**config.mk**
```make
export PLATFORM = sky130hd
export DESIGN_NAME = fetch_sequencer_flat
export DESIGN_NICKNAME = d
export VERILOG_FILES = /design/src/rtl/fetch_sequencer_if.sv /design/src/rtl/fetch_sequencer.sv /design/src/flat_wrapper.sv
export SDC_FILE = /design/constraint.sdc
export NUM_CORES = 1
export LEC_CHECK = 0
export BUFFER_PORTS_ARGS = -buffer_cell sky130_fd_sc_hd__clkbuf_2
export CORE_ASPECT_RATIO = 0.8
export CORE_MARGIN = 4
export CORE_UTILIZATION = 25
export DETAILED_ROUTE_END_ITERATION = 8
export GPL_TIMING_DRIVEN = 0
export SYNTH_ARGS = -nofsm -noshare
export SYNTH_HDL_FRONTEND = slang
export SYNTH_SLANG_ARGS = --single-unit
```
**constraint.sdc**
```tcl
create_clock -name clk -period 2.6 [get_ports clk]
set_input_delay 0.13 -clock clk [delete_from_list [all_inputs] [get_ports clk]]
set_output_delay 0.13 -clock clk [all_outputs]
set_load 0.01 [all_outputs]
```
**src/rtl/fetch_sequencer_if.sv**
```systemverilog
// -----------------------------------------------------------------------------
// fetch_sequencer_if
//   Bundles the fetch sequencer's control, PC-register, instruction-memory and
//   instruction-register signals.
//
//   Signals
//     start     execute -> seq  begin fetching from the current PC (IDLE only)
//     stall     execute -> seq  execute not ready; holds the sequencer after a load
//     jumpEn    execute -> seq  redirect request
//     jumpAddr  execute -> seq  redirect target
//     pcOut     PC reg  -> seq  current PC value
//     pcWrEn    seq -> PC reg   load pcDataIn into the PC
//     pcIncEn   seq -> PC reg   increment the PC
//     pcDataIn  seq -> PC reg   PC load value (0 unless pcWrEn)
//     memRdEn   seq -> memory   one-cycle read strobe
//     memAddr   seq -> memory   read address (always pcOut)
//     memData   memory -> seq   read data, valid MEM_LATENCY cycles after memRdEn
//     irOut     seq -> execute  instruction register
//     insValid  seq -> execute  one-cycle pulse: irOut holds a new instruction
//     halted    seq -> execute  high while halted
//
//   Modports
//     master  the fetch sequencer
//     slave   the surrounding core (execute, PC register, memory)
// -----------------------------------------------------------------------------
interface fetch_sequencer_if #(
    parameter int unsigned ADDR_WIDTH = 12,
    parameter int unsigned INS_WIDTH  = 8
);
    logic                  start;
    logic                  stall;
    logic                  jumpEn;
    logic [ADDR_WIDTH-1:0] jumpAddr;
    logic [ADDR_WIDTH-1:0] pcOut;
    logic                  pcWrEn;
    logic                  pcIncEn;
    logic [ADDR_WIDTH-1:0] pcDataIn;
    logic                  memRdEn;
    logic [ADDR_WIDTH-1:0] memAddr;
    logic [INS_WIDTH-1:0]  memData;
    logic [INS_WIDTH-1:0]  irOut;
    logic                  insValid;
    logic                  halted;

    modport master (
        input  start, stall, jumpEn, jumpAddr, pcOut, memData,
        output pcWrEn, pcIncEn, pcDataIn, memRdEn, memAddr,
               irOut, insValid, halted
    );

    modport slave (
        output start, stall, jumpEn, jumpAddr, pcOut, memData,
        input  pcWrEn, pcIncEn, pcDataIn, memRdEn, memAddr,
               irOut, insValid, halted
    );
endinterface

```
**src/rtl/fetch_sequencer.sv**
```systemverilog
// -----------------------------------------------------------------------------
// fetch_sequencer
//   Fetch-stage controller for one core. Drives the external PC register's
//   write/increment enables, issues an instruction-memory read at the current
//   PC, waits the fixed memory latency and loads the instruction register.
//   Handles jump redirects, stall back-pressure from execute and a halt opcode.
//
//   Parameters
//     ADDR_WIDTH   width of PC and memory address
//     INS_WIDTH    width of instruction word / IR
//     MEM_LATENCY  cycles from the memRdEn cycle to memData valid (1..8)
//     HALT_OPCODE  instruction value that stops fetching
//
//   Ports
//     clk   system clock, all state on the rising edge
//     rstN  asynchronous active-low reset
//     bus   fetch_sequencer_if master modport (see interface file)
//
//   Fetch cycle: ISSUE -> WAIT x (MEM_LATENCY-1) -> LOAD, so an unstalled
//   instruction stream runs at one instruction every MEM_LATENCY+1 cycles.
// -----------------------------------------------------------------------------
module fetch_sequencer #(
    parameter int unsigned           ADDR_WIDTH  = 12,
    parameter int unsigned           INS_WIDTH   = 8,
    parameter int unsigned           MEM_LATENCY = 2,
    parameter logic [INS_WIDTH-1:0]  HALT_OPCODE = 8'hFF
) (
    input  logic                clk,
    input  logic                rstN,
    fetch_sequencer_if.master   bus
);

    localparam int unsigned CNT_W = 4;
    localparam logic [CNT_W-1:0] CNT_LOAD = CNT_W'(MEM_LATENCY - 1);

    typedef enum logic [2:0] {
        S_IDLE,
        S_ISSUE,
        S_WAIT,
        S_LOAD,
        S_HOLD,
        S_HALT
    } state_t;

    state_t                 r_state;
    state_t                 w_next_state;
    logic [CNT_W-1:0]       r_cnt;
    logic [INS_WIDTH-1:0]   r_ir;
    logic                   r_ins_valid;

    logic                   w_jump;
    logic                   w_is_halt_op;
    logic                   w_ir_load;

    // A jump is only honoured while a fetch is in progress or held.
    always_comb begin
        w_jump = 1'b0;
        if (bus.jumpEn) begin
            case (r_state)
                S_ISSUE, S_WAIT, S_LOAD, S_HOLD: w_jump = 1'b1;
                default:                         w_jump = 1'b0;
            endcase
        end
    end

    assign w_is_halt_op = (bus.memData == HALT_OPCODE);

    // A jump in LOAD discards the instruction being returned.
    assign w_ir_load = (r_state == S_LOAD) && !w_jump;

    // ------------------------------------------------------------------------
    // State register
    // ------------------------------------------------------------------------
    always_ff @(posedge clk or negedge rstN) begin
        if (!rstN) begin
            r_state <= S_IDLE;
        end else begin
            r_state <= w_next_state;
        end
    end

    // ------------------------------------------------------------------------
    // Next-state logic
    // ------------------------------------------------------------------------
    always_comb begin
        w_next_state = r_state;
        case (r_state)
            S_IDLE: begin
                if (bus.start) begin
                    w_next_state = S_ISSUE;
                end
            end
            S_ISSUE: begin
                if (w_jump) begin
                    w_next_state = S_ISSUE;
                end else if (MEM_LATENCY <= 1) begin
                    w_next_state = S_LOAD;
                end else begin
                    w_next_state = S_WAIT;
                end
            end
            S_WAIT: begin
                if (w_jump) begin
                    w_next_state = S_ISSUE;
                end else if (r_cnt <= CNT_W'(1)) begin
                    w_next_state = S_LOAD;
                end
            end
            S_LOAD: begin
                // Jump beats halt detection, halt beats stall.
                if (w_jump) begin
                    w_next_state = S_ISSUE;
                end else if (w_is_halt_op) begin
                    w_next_state = S_HALT;
                end else if (bus.stall) begin
                    w_next_state = S_HOLD;
                end else begin
                    w_next_state = S_ISSUE;
                end
            end
            S_HOLD: begin
                if (w_jump || !bus.stall) begin
                    w_next_state = S_ISSUE;
                end
            end
            S_HALT: begin
                w_next_state = S_HALT;
            end
            default: begin
                w_next_state = S_IDLE;
            end
        endcase
    end

    // ------------------------------------------------------------------------
    // Output logic
    // ------------------------------------------------------------------------
    always_comb begin
        bus.memRdEn  = 1'b0;
        bus.pcWrEn   = 1'b0;
        bus.pcIncEn  = 1'b0;
        bus.pcDataIn = '0;
        bus.halted   = 1'b0;
        case (r_state)
            S_ISSUE: begin
                bus.memRdEn = 1'b1;
            end
            S_LOAD: begin
                bus.pcIncEn = !w_jump && !w_is_halt_op;
            end
            S_HALT: begin
                bus.halted = 1'b1;
            end
            default: begin
            end
        endcase
        // Write has priority; pcIncEn is already suppressed on a jump.
        if (w_jump) begin
            bus.pcWrEn   = 1'b1;
            bus.pcDataIn = bus.jumpAddr;
        end
    end

    assign bus.memAddr  = bus.pcOut;
    assign bus.irOut    = r_ir;
    assign bus.insValid = r_ins_valid;

    // ------------------------------------------------------------------------
    // Latency counter
    // ------------------------------------------------------------------------
    always_ff @(posedge clk or negedge rstN) begin
        if (!rstN) begin
            r_cnt <= '0;
        end else if (r_state == S_ISSUE) begin
            r_cnt <= CNT_LOAD;
        end else if (r_state == S_WAIT) begin
            r_cnt <= r_cnt - CNT_W'(1);
        end
    end

    // ------------------------------------------------------------------------
    // Instruction register and valid pulse
    // ------------------------------------------------------------------------
    always_ff @(posedge clk or negedge rstN) begin
        if (!rstN) begin
            r_ir        <= '0;
            r_ins_valid <= 1'b0;
        end else begin
            r_ins_valid <= w_ir_load;
            if (w_ir_load) begin
                r_ir <= bus.memData;
            end
        end
    end

endmodule
```
**src/flat_wrapper.sv**
```systemverilog
// flat-port wrapper written by rule: the top's interface ports become plain ports
module fetch_sequencer_flat 
#(
    parameter int unsigned           ADDR_WIDTH  = 12,
    parameter int unsigned           INS_WIDTH   = 8,
    parameter int unsigned           MEM_LATENCY = 2,
    parameter logic [INS_WIDTH-1:0]  HALT_OPCODE = 8'hFF
)
  (clk, rstN, bus_start, bus_stall, bus_jumpEn, bus_jumpAddr, bus_pcOut, bus_memData, bus_pcWrEn, bus_pcIncEn, bus_pcDataIn, bus_memRdEn, bus_memAddr, bus_irOut, bus_insValid, bus_halted);
  fetch_sequencer_if #(.ADDR_WIDTH(ADDR_WIDTH), .INS_WIDTH(INS_WIDTH)) bus_i ();
  input  logic clk;
  input  logic rstN;
  input wire logic [$bits(bus_i.start)-1:0] bus_start;
  input wire logic [$bits(bus_i.stall)-1:0] bus_stall;
  input wire logic [$bits(bus_i.jumpEn)-1:0] bus_jumpEn;
  input wire logic [$bits(bus_i.jumpAddr)-1:0] bus_jumpAddr;
  input wire logic [$bits(bus_i.pcOut)-1:0] bus_pcOut;
  input wire logic [$bits(bus_i.memData)-1:0] bus_memData;
  output wire logic [$bits(bus_i.pcWrEn)-1:0] bus_pcWrEn;
  output wire logic [$bits(bus_i.pcIncEn)-1:0] bus_pcIncEn;
  output wire logic [$bits(bus_i.pcDataIn)-1:0] bus_pcDataIn;
  output wire logic [$bits(bus_i.memRdEn)-1:0] bus_memRdEn;
  output wire logic [$bits(bus_i.memAddr)-1:0] bus_memAddr;
  output wire logic [$bits(bus_i.irOut)-1:0] bus_irOut;
  output wire logic [$bits(bus_i.insValid)-1:0] bus_insValid;
  output wire logic [$bits(bus_i.halted)-1:0] bus_halted;
  assign bus_i.start = bus_start;
  assign bus_i.stall = bus_stall;
  assign bus_i.jumpEn = bus_jumpEn;
  assign bus_i.jumpAddr = bus_jumpAddr;
  assign bus_i.pcOut = bus_pcOut;
  assign bus_i.memData = bus_memData;
  assign bus_pcWrEn = bus_i.pcWrEn;
  assign bus_pcIncEn = bus_i.pcIncEn;
  assign bus_pcDataIn = bus_i.pcDataIn;
  assign bus_memRdEn = bus_i.memRdEn;
  assign bus_memAddr = bus_i.memAddr;
  assign bus_irOut = bus_i.irOut;
  assign bus_insValid = bus_i.insValid;
  assign bus_halted = bus_i.halted;
  fetch_sequencer #(.ADDR_WIDTH(ADDR_WIDTH), .INS_WIDTH(INS_WIDTH), .MEM_LATENCY(MEM_LATENCY), .HALT_OPCODE(HALT_OPCODE)) u_core (.clk(clk), .rstN(rstN), .bus(bus_i));
endmodule
```
==> results of run 1 <==
[power groups by stage]
stage	Combinational [W]	Clock [W]	Sequential (W)
2_1_floorplan	0.000420	0	0.000455
3_3_place_gp	0.000677	0	0.000431
3_5_place_dp	0.000681	0	0.000438
4_1_cts	0.000684	0.000234	0.000433
5_1_grt	0.000751	0.000243	0.000445
6_report	0.000675	0.000223	0.000431
[sequential cells by signal, summed over array words and instances (netlist names)]
name                 count
u_core.bus.irOut         8
u_core.r_cnt             4
u_core.r_state           3
u_core.bus.insValid      1
[Yosys cell counts, drive strengths merged]
cell type  instances  area share
nor2               5       0.019
and3               3       0.019
inv                6       0.023
nor4b              1      0.0090
or4b               1       0.010
dfrtp             16        0.41
and2              12       0.077
o22ai              2       0.013
ha                 2       0.026
nor3               3       0.015
a31oi              1      0.0064
o21ai              7       0.036
mux2               9        0.10
o31ai              1      0.0077
a21oi              5       0.026
buf               17        0.12
o22a               1      0.0090
nand4              2       0.013
nand2              2      0.0077
xnor2              1      0.0090
a22oi              2       0.015
nor2b              2       0.013
or3                1      0.0064
[final cells by class]
class | instances | area (sq um)
fill | 392 | 2360
buffer | 17 | 121
sequential | 16 | 400
timing repair buffer | 62 | 315
tap | 55 | 68.8
inverter | 6 | 22.5
clock buffer | 4 | 55.1
multi-input combinational | 63 | 430
[critical path, cell delays in order, from the launching register on]
cell,delay (ns)
dfrtp_1,0.45
or3_1,0.36
and3_1,0.20
buf_2,0.16
and2_1,0.16
clkbuf_2,0.12
[per-stage QoR]
step,utilization,total power (W),cells,setup WS (ns)
after detailed placement,0.357,0.00112,218,1.03
after global routing,0.374,0.00144,223,0.678
after floorplan,-,0.000875,102,1.18
after CTS,0.374,0.00135,223,0.740
final,0.374,0.00133,223,0.767
after global placement,0.357,0.00111,218,1.05
[cells by family (layout without fill, tap and decap cells)]
kind of cell,count (synthesis),in the layout
and+or+nand+nor,32,32
AOI/OAI and AO/OA,19,19
adders and majority gates,2,2
muxes,9,9
buffers and inverters,23,89
xor gates and xnor gates,1,1
DFF,16,16
[layer usage]
metal / track usage / vias up
li1: - / 471
met4: 0.0667 / 0
met1: 0.111 / 430
met3: 0.0282 / 5
met5: 0 / -
met2: 0.159 / 48
[timing repair]
item / in CTS / in global routing
hold endpoints to repair: 16 / 0
hold buffers: 1 / 0
setup buffers: 0 / 0
[worst max-delay path by stage]
stage / depth (start not counted) / slack [ns] / startpoint / to
6_report: 5 / 0.77 / u_core.r_state[0] / bus_pcDataIn[10]
5_1_grt: 5 / 0.68 / u_core.r_state[0] / bus_pcDataIn[10]
4_1_cts: 5 / 0.74 / u_core.r_state[0] / bus_pcDataIn[10]
3_5_place_dp: 5 / 1.03 / u_core.r_state[0] / bus_pcDataIn[10]
3_3_place_gp: 5 / 1.05 / u_core.r_state[0] / bus_pcDataIn[10]
2_1_floorplan: 5 / 1.18 / u_core.r_state[1] / bus_pcDataIn[10]
==> key figures, run 1 <==
Placement
  • Dpl cell area: 0.00135 sq mm
  • RD Place Congestion: approximately 0.75
  • Number of port buffers: just over 60
  • DPL Wire Length: 1990 um

Die
  • Die width: between 70 and 80 um
  • Die area: 0.00497 sq mm
  • Initial core utilization: 0.258
  • Rows: 20
  • Top-Level Pins: between 70 and 80
  • Die Span Y: between 60 and 70 um
  • Core Area: around 0.0038 sq mm

Setup path
  • Worst R2R Setup Slack: 1.17 ns
  • Crit. End Element: output pin
  • Crit Path Max Fanout: 10
  • Required @ worst endpoint: approximately 2.5 ns
  • Reg2reg path depth: 5
  • CP Launch Type: register
  • Reg-to-Reg Start: u_core.r_state[1]
  • RR Endpoint: u_core.bus.irOut[1]
  • CP Class: register to output pin
  • Critical path arrival: 1.70 ns

CTS
  • CTS max path bufs: 2
  • Post_cts resized: 0
  • H-tree depth: 1
  • Clock-pin slew on the worst setup and hold paths: 0.07 ns
  • CTS Buf Count: 3
  • CTS tree: yes
  • Worst-Skew Late Latency: 0.25 ns
  • Clk sinks: 16
  • CTS root buf: clkbuf_8

Final layout
  • Area growth from synthesis to layout: 45.1%
  • Fin nets: 208
  • Post-route cell area: 0.00141 sq mm
  • Share of layout cells above drive strength 1: 0.542
  • ANT cells: 0
  • Commonest non-fill, non-tap cells in the layout: 61 x clkbuf_2, 16 x dfrtp_1, 12 x and2_1, 12 x buf_4, 9 x mux2_2
  • Commonest non-fill, non-tap cell in the layout: clkbuf_2

Global route
  • Largest net degree at the start of global routing: 17
  • Initial antenna violation count: 0
  • Global-route usage over all layers: 0.0980
  • Number of global-route vias before repair: slightly below 900
  • First-pass GRT wire length: 3930 um
  • GR Overflow Total: 0

Timing
  • Worst hold slack: 0.124 ns
  • Unrepaired setup endpoints after global routing: false
  • Final Hold Vio Count: 0
  • Slew HR: 0.727
  • Final Skew: between 0.004 and 0.005 ns
  • Fin crit share: 0.705
  • Final Setup Violations: 0
  • Post-route minimum period: 1.83 ns
  • Final Max Tran Viols: 0
  • Setup_tns: 0 ns
  • Worst-margin pin slew: between 0.4 and 0.5 ns
  • Fmax: ~0.55 GHz

Worst hold path
  • Hold crit path type: input port to register
  • Hold Crit Depth: 2
  • Min-delay src: bus_jumpEn
  • Hold EP: u_core.r_state[1]

Synthesis
  • Mux cell area share after synthesis: 0.104
  • Post-synthesis sequential area ratio: 0.411
  • Area of the mapped netlist: 975 sq um
  • Synthesized instance count: 102
  • Synthesis warning total: 0
  • Synth unique cells: 25
  • Adder-cell share of the synthesized area: 0.0257
  • Largest family of logic cells by synthesized area: simple AND/OR/NAND/NOR gates
  • Yosys reg bits: 16
  • Mean Syn Cell Area: 9.56 sq um
  • Syn Nets: 141
  • Post-Synth Simple-Gate Area: 0.190
  • XOR/XNOR share of the synthesized area: 0.00899
  • Synth Area in Compound Gates: 0.113

Routing
  • Vias/cell: 4.28
  • WL met1: 1030 um
  • WL/cell: ~11 um
  • Metal3 WL: approximately 310 um
  • DR iter-0 viols: 37
  • Routed vias: 954
  • Drt drc: 0
  • Highest routed layer: met4
  • Detailed Route WL: approximately 2500 um
  • Routed length on met2: 1090 um
  • DRT antenna net count: 0
  • Pre-antenna DRT Iters: 4

Power and ir drop
  • Internal: 0.000822 W
  • Sw Pwr: about 0.0005 W
  • Max VDD drop: 0.234 mV
  • Power share of the clock group: 0.168
  • Sw Ratio: 0.381
  • Gate power share: 0.508
  • Cell Pwr Density: 940 mW/mm^2
  • Leakage: 0.753 nW
  • Flop pwr share: 0.324

Outcome
  • Status: finished, final reports clean

Job
  • # Max-Cap Violations: 0
(Power assumes the default switching activity.)
==> run 2, diff against run 1 <==
--- a/config.mk
+++ b/config.mk
@@ -5,6 +5,7 @@
 export SDC_FILE = /design/constraint.sdc
 export NUM_CORES = 1
 export LEC_CHECK = 0
+export ABC_AREA = 1
 export BUFFER_PORTS_ARGS = -buffer_cell sky130_fd_sc_hd__clkbuf_2
 export CORE_ASPECT_RATIO = 0.8
 export CORE_MARGIN = 4
==> constraint.sdc (replaced) <==
create_clock -name clk -period 1.9 [get_ports clk]
set_input_delay 0.095 -clock clk [delete_from_list [all_inputs] [get_ports clk]]
set_output_delay 0.095 -clock clk [all_outputs]
set_load 0.01 [all_outputs]
==> key figures, run 2 <==
Die
  • Rows: 20
  • Die area: 0.00501 sq mm
  • Core Area: around 0.0038 sq mm
  • Initial core utilization: 0.259
  • Die Span Y: ~64 um
  • Top-Level Pins: 74
  • Die width: 78.1 um

Synthesis
  • Area of the mapped netlist: 983 sq um
  • Mean Syn Cell Area: 6.97 sq um
  • Main synth FF type: dfrtp_1
  • Syn Nets: 180
  • Most numerous cell in the Yosys netlist: nand2_1
  • Yosys reg bits: 16
  • Synthesis warning total: 0
  • Post-synth EDFFs: 0
  • Synthesized instance count: about 140
  • Post-synthesis sequential area ratio: 0.407
  • Dominant cell type by area after synthesis: dfrtp_1
  • Share of the synthesized area in the top cell type: 0.407
  • Area contributors post-synth: dfrtp_1 41%, nand2_1 16%, buf_4 11%, inv_1 9.9%, nor2_1 8.8%
  • Commonest cells in the netlist: 43 x nand2_1, 26 x inv_1, 23 x nor2_1
  • Synth unique cells: 16
  • Ys async rst share: 1.00

Setup path
  • Critical path arrival: around 1.5 ns
  • Top Family by Delay on Critical Path: flip-flops
  • Required @ worst endpoint: between 1.5 and 2 ns
  • CP Class: register to output pin
  • Critical Path, Cell by Cell: nand2_1, inv_1, nor2_1, nand2_1, buf_4, nor2_1, clkbuf_2
  • Crit. End Element: output pin
  • CP max-delay cell: dfrtp_1
  • Worst stage delay on the critical path: 0.44 ns
  • Crit Path Max Fanout: 10
  • Buf+Inv Stages, Crit Path: 3
  • CP Launch Type: register

Final layout
  • Area growth from synthesis to layout: 44.7%
  • Final core occ: 0.374
  • Share of layout cells above drive strength 1: 0.386
  • ANT cells: 0
  • FILL cells: about 430
  • Largest register FFs: 8
  • Multi-input gate area: 380 sq um
  • Post-route cell area: between 0.001 and 0.0015 sq mm
  • Commonest non-fill, non-tap cell in the layout: clkbuf_2
  • Commonest non-fill, non-tap cells in the layout: 61 x clkbuf_2, 43 x nand2_1, 26 x inv_1
  • Register Area: 400 sq um
  • Fin nets: 247

CTS
  • Clk sinks: 16
  • CTS tree: yes
  • Post_cts resized: 0
  • H-tree depth: 1
  • Clock-pin slew on the worst setup and hold paths: roughly 0.060 ns
  • CTS max path bufs: 2
  • CTS root buf: clkbuf_8
  • CTS Buf Count: 3
  • Worst-Skew Late Latency: 0.24 ns

Power and ir drop
  • Leakage: 0.903 nW
  • Max VDD drop: 0.630 mV
  • Cell Pwr Density: 1240 mW/mm^2

Timing
  • Fmax: 0.639 GHz
  • Slew HR: 0.722
  • Fin crit share: 0.824
  • Final Skew: 0.00164 ns
  • Post-route minimum period: 1.57 ns
  • Final Hold Vio Count: 0
  • Final Max Tran Viols: 0
  • Worst-margin pin slew: 0.418 ns
  • Setup_tns: 0 ns
  • Final Setup Violations: 0
  • Unrepaired setup endpoints after global routing: false

Global route
  • GR Overflow Total: 0
  • Largest net degree at the start of global routing: 17
  • Number of global-route vias before repair: 924
  • First-pass GRT wire length: roughly 3900 um
  • Initial antenna violation count: 0
  • Global-route usage over all layers: 0.0958

Routing
  • WL/cell: 9.02 um
  • Pre-antenna DRT Iters: 4
  • Drt drc: 0
  • DR iter-0 viols: 27
  • Vias/cell: 3.88
  • Detailed Route WL: 2360 um
  • DRT antenna net count: 0
  • Routed vias: 1017

Worst hold path
  • Hold crit path type: input port to register

Placement
  • Dpl cell area: 0.00136 sq mm
  • Number of port buffers: 61
  • RD Place Congestion: approximately 0.77
  • DPL Wire Length: 1970 um

Outcome
  • Status: finished, final reports clean

Job
  • # Max-Cap Violations: 0
==> run 2: cell types whose count changed in the layout (fill, tap and decap cells not counted), moves of 3 or more <==
cell and delta:
nand3_1 +3, nor2_1 +18, nand2_1 +41, inv_1 +20, a21oi_1 -4, and2_1 -12
nor3_1 -3, buf_2 -4, mux2_2 -9, o21ai_0 -3, and3_1 -3
==> run 2: tightest hold or removal path: stages <==
cell and delay (ns):
clkbuf_2 0.09, nand2_1 0.04, nand2_1 0.05
==> run 2: area by class of cell <==
class,count,share of cell area
timing repair buffer,62,0.222
tap,55,0.0484
sequential,16,0.281
multi-input combinational,85,0.267
inverter,26,0.0686
clock buffer,4,0.0387
buffer,14,0.0739
==> run 2: final timing paths <==
check	start	end	slack, ns	cells after the start
min in group asynchronous	rstN	u_core.bus.irOut[1]	0.31	2
max	u_core.r_state[2]	bus_pcDataIn[9]	0.33	7
max in group asynchronous	rstN	u_core.bus.irOut[4]	1.29	2
min	bus_memData[2]	u_core.bus.irOut[2]	0.06	3
max reg2reg	u_core.r_state[2]	u_core.r_cnt[3]	0.60	6
min reg2reg	u_core.bus.irOut[4]	u_core.bus.irOut[4]	0.47	2
==> run 2: layer usage <==
| layer | part of all wire | GRT usage | wire length, um | vias to the layer above |
|---|---|---|---|---|
| li1 | - | - | - | 540 |
| met1 | 0.43 | 0.115 | 1010 | 441 |
| met2 | 0.48 | 0.165 | 1140 | 34 |
| met3 | 0.082 | 0.0352 | 193 | 2 |
| met4 | 0.0059 | 0.0197 | 14 | 0 |
| met5 | 0 | 0 | 0 | - |
==> run 2: cells by family (layout without fill, tap and decap cells) <==
| family | count (synthesis) | count (layout) | share of synthesized area |
|---|---|---|---|
| xor gates and xnor gates | 2 | 2 | 0.0178 |
| adders and majority gates | 2 | 2 | 0.0254 |
| buffers and inverters | 40 | 106 | 0.206 |
| and+or+nand+nor | 73 | 73 | 0.298 |
| DFF | 16 | 16 | 0.407 |
| AOI/OAI and AO/OA | 8 | 8 | 0.0458 |
==> run 2: power by group <==
group | total, W | internal [W] | switching [W] | leakage [nW]
clock | 0.000296 | 0.000184 | 0.000112 | 0.0288
combinational | 0.000874 | 0.000363 | 0.000511 | 0.670
sequential | 0.000594 | 0.000489 | 0.000105 | 0.205
total | 0.00176 | 0.00104 | 0.000727 | 0.903
==> run 2: timing repair <==
| item | 4_1_cts | 5_1_grt |
|---|---|---|
| setup buffers | 0 | 0 |
| endpoints found under the hold margin | 16 | 0 |
| hold buffers | 1 | 0 |
==> run 2: through the flow <==
step                hold WS (ns)  cells  worst slack, ns  total power, W
floorplan                 -0.201    141            0.757         0.00116
global placement          0.0454    257            0.601         0.00148
detailed placement        0.0528    257            0.587         0.00149
CTS                       0.0542    262            0.303         0.00180
global route              0.0678    262           0.0995         0.00195
finish                    0.0604    262            0.334         0.00176
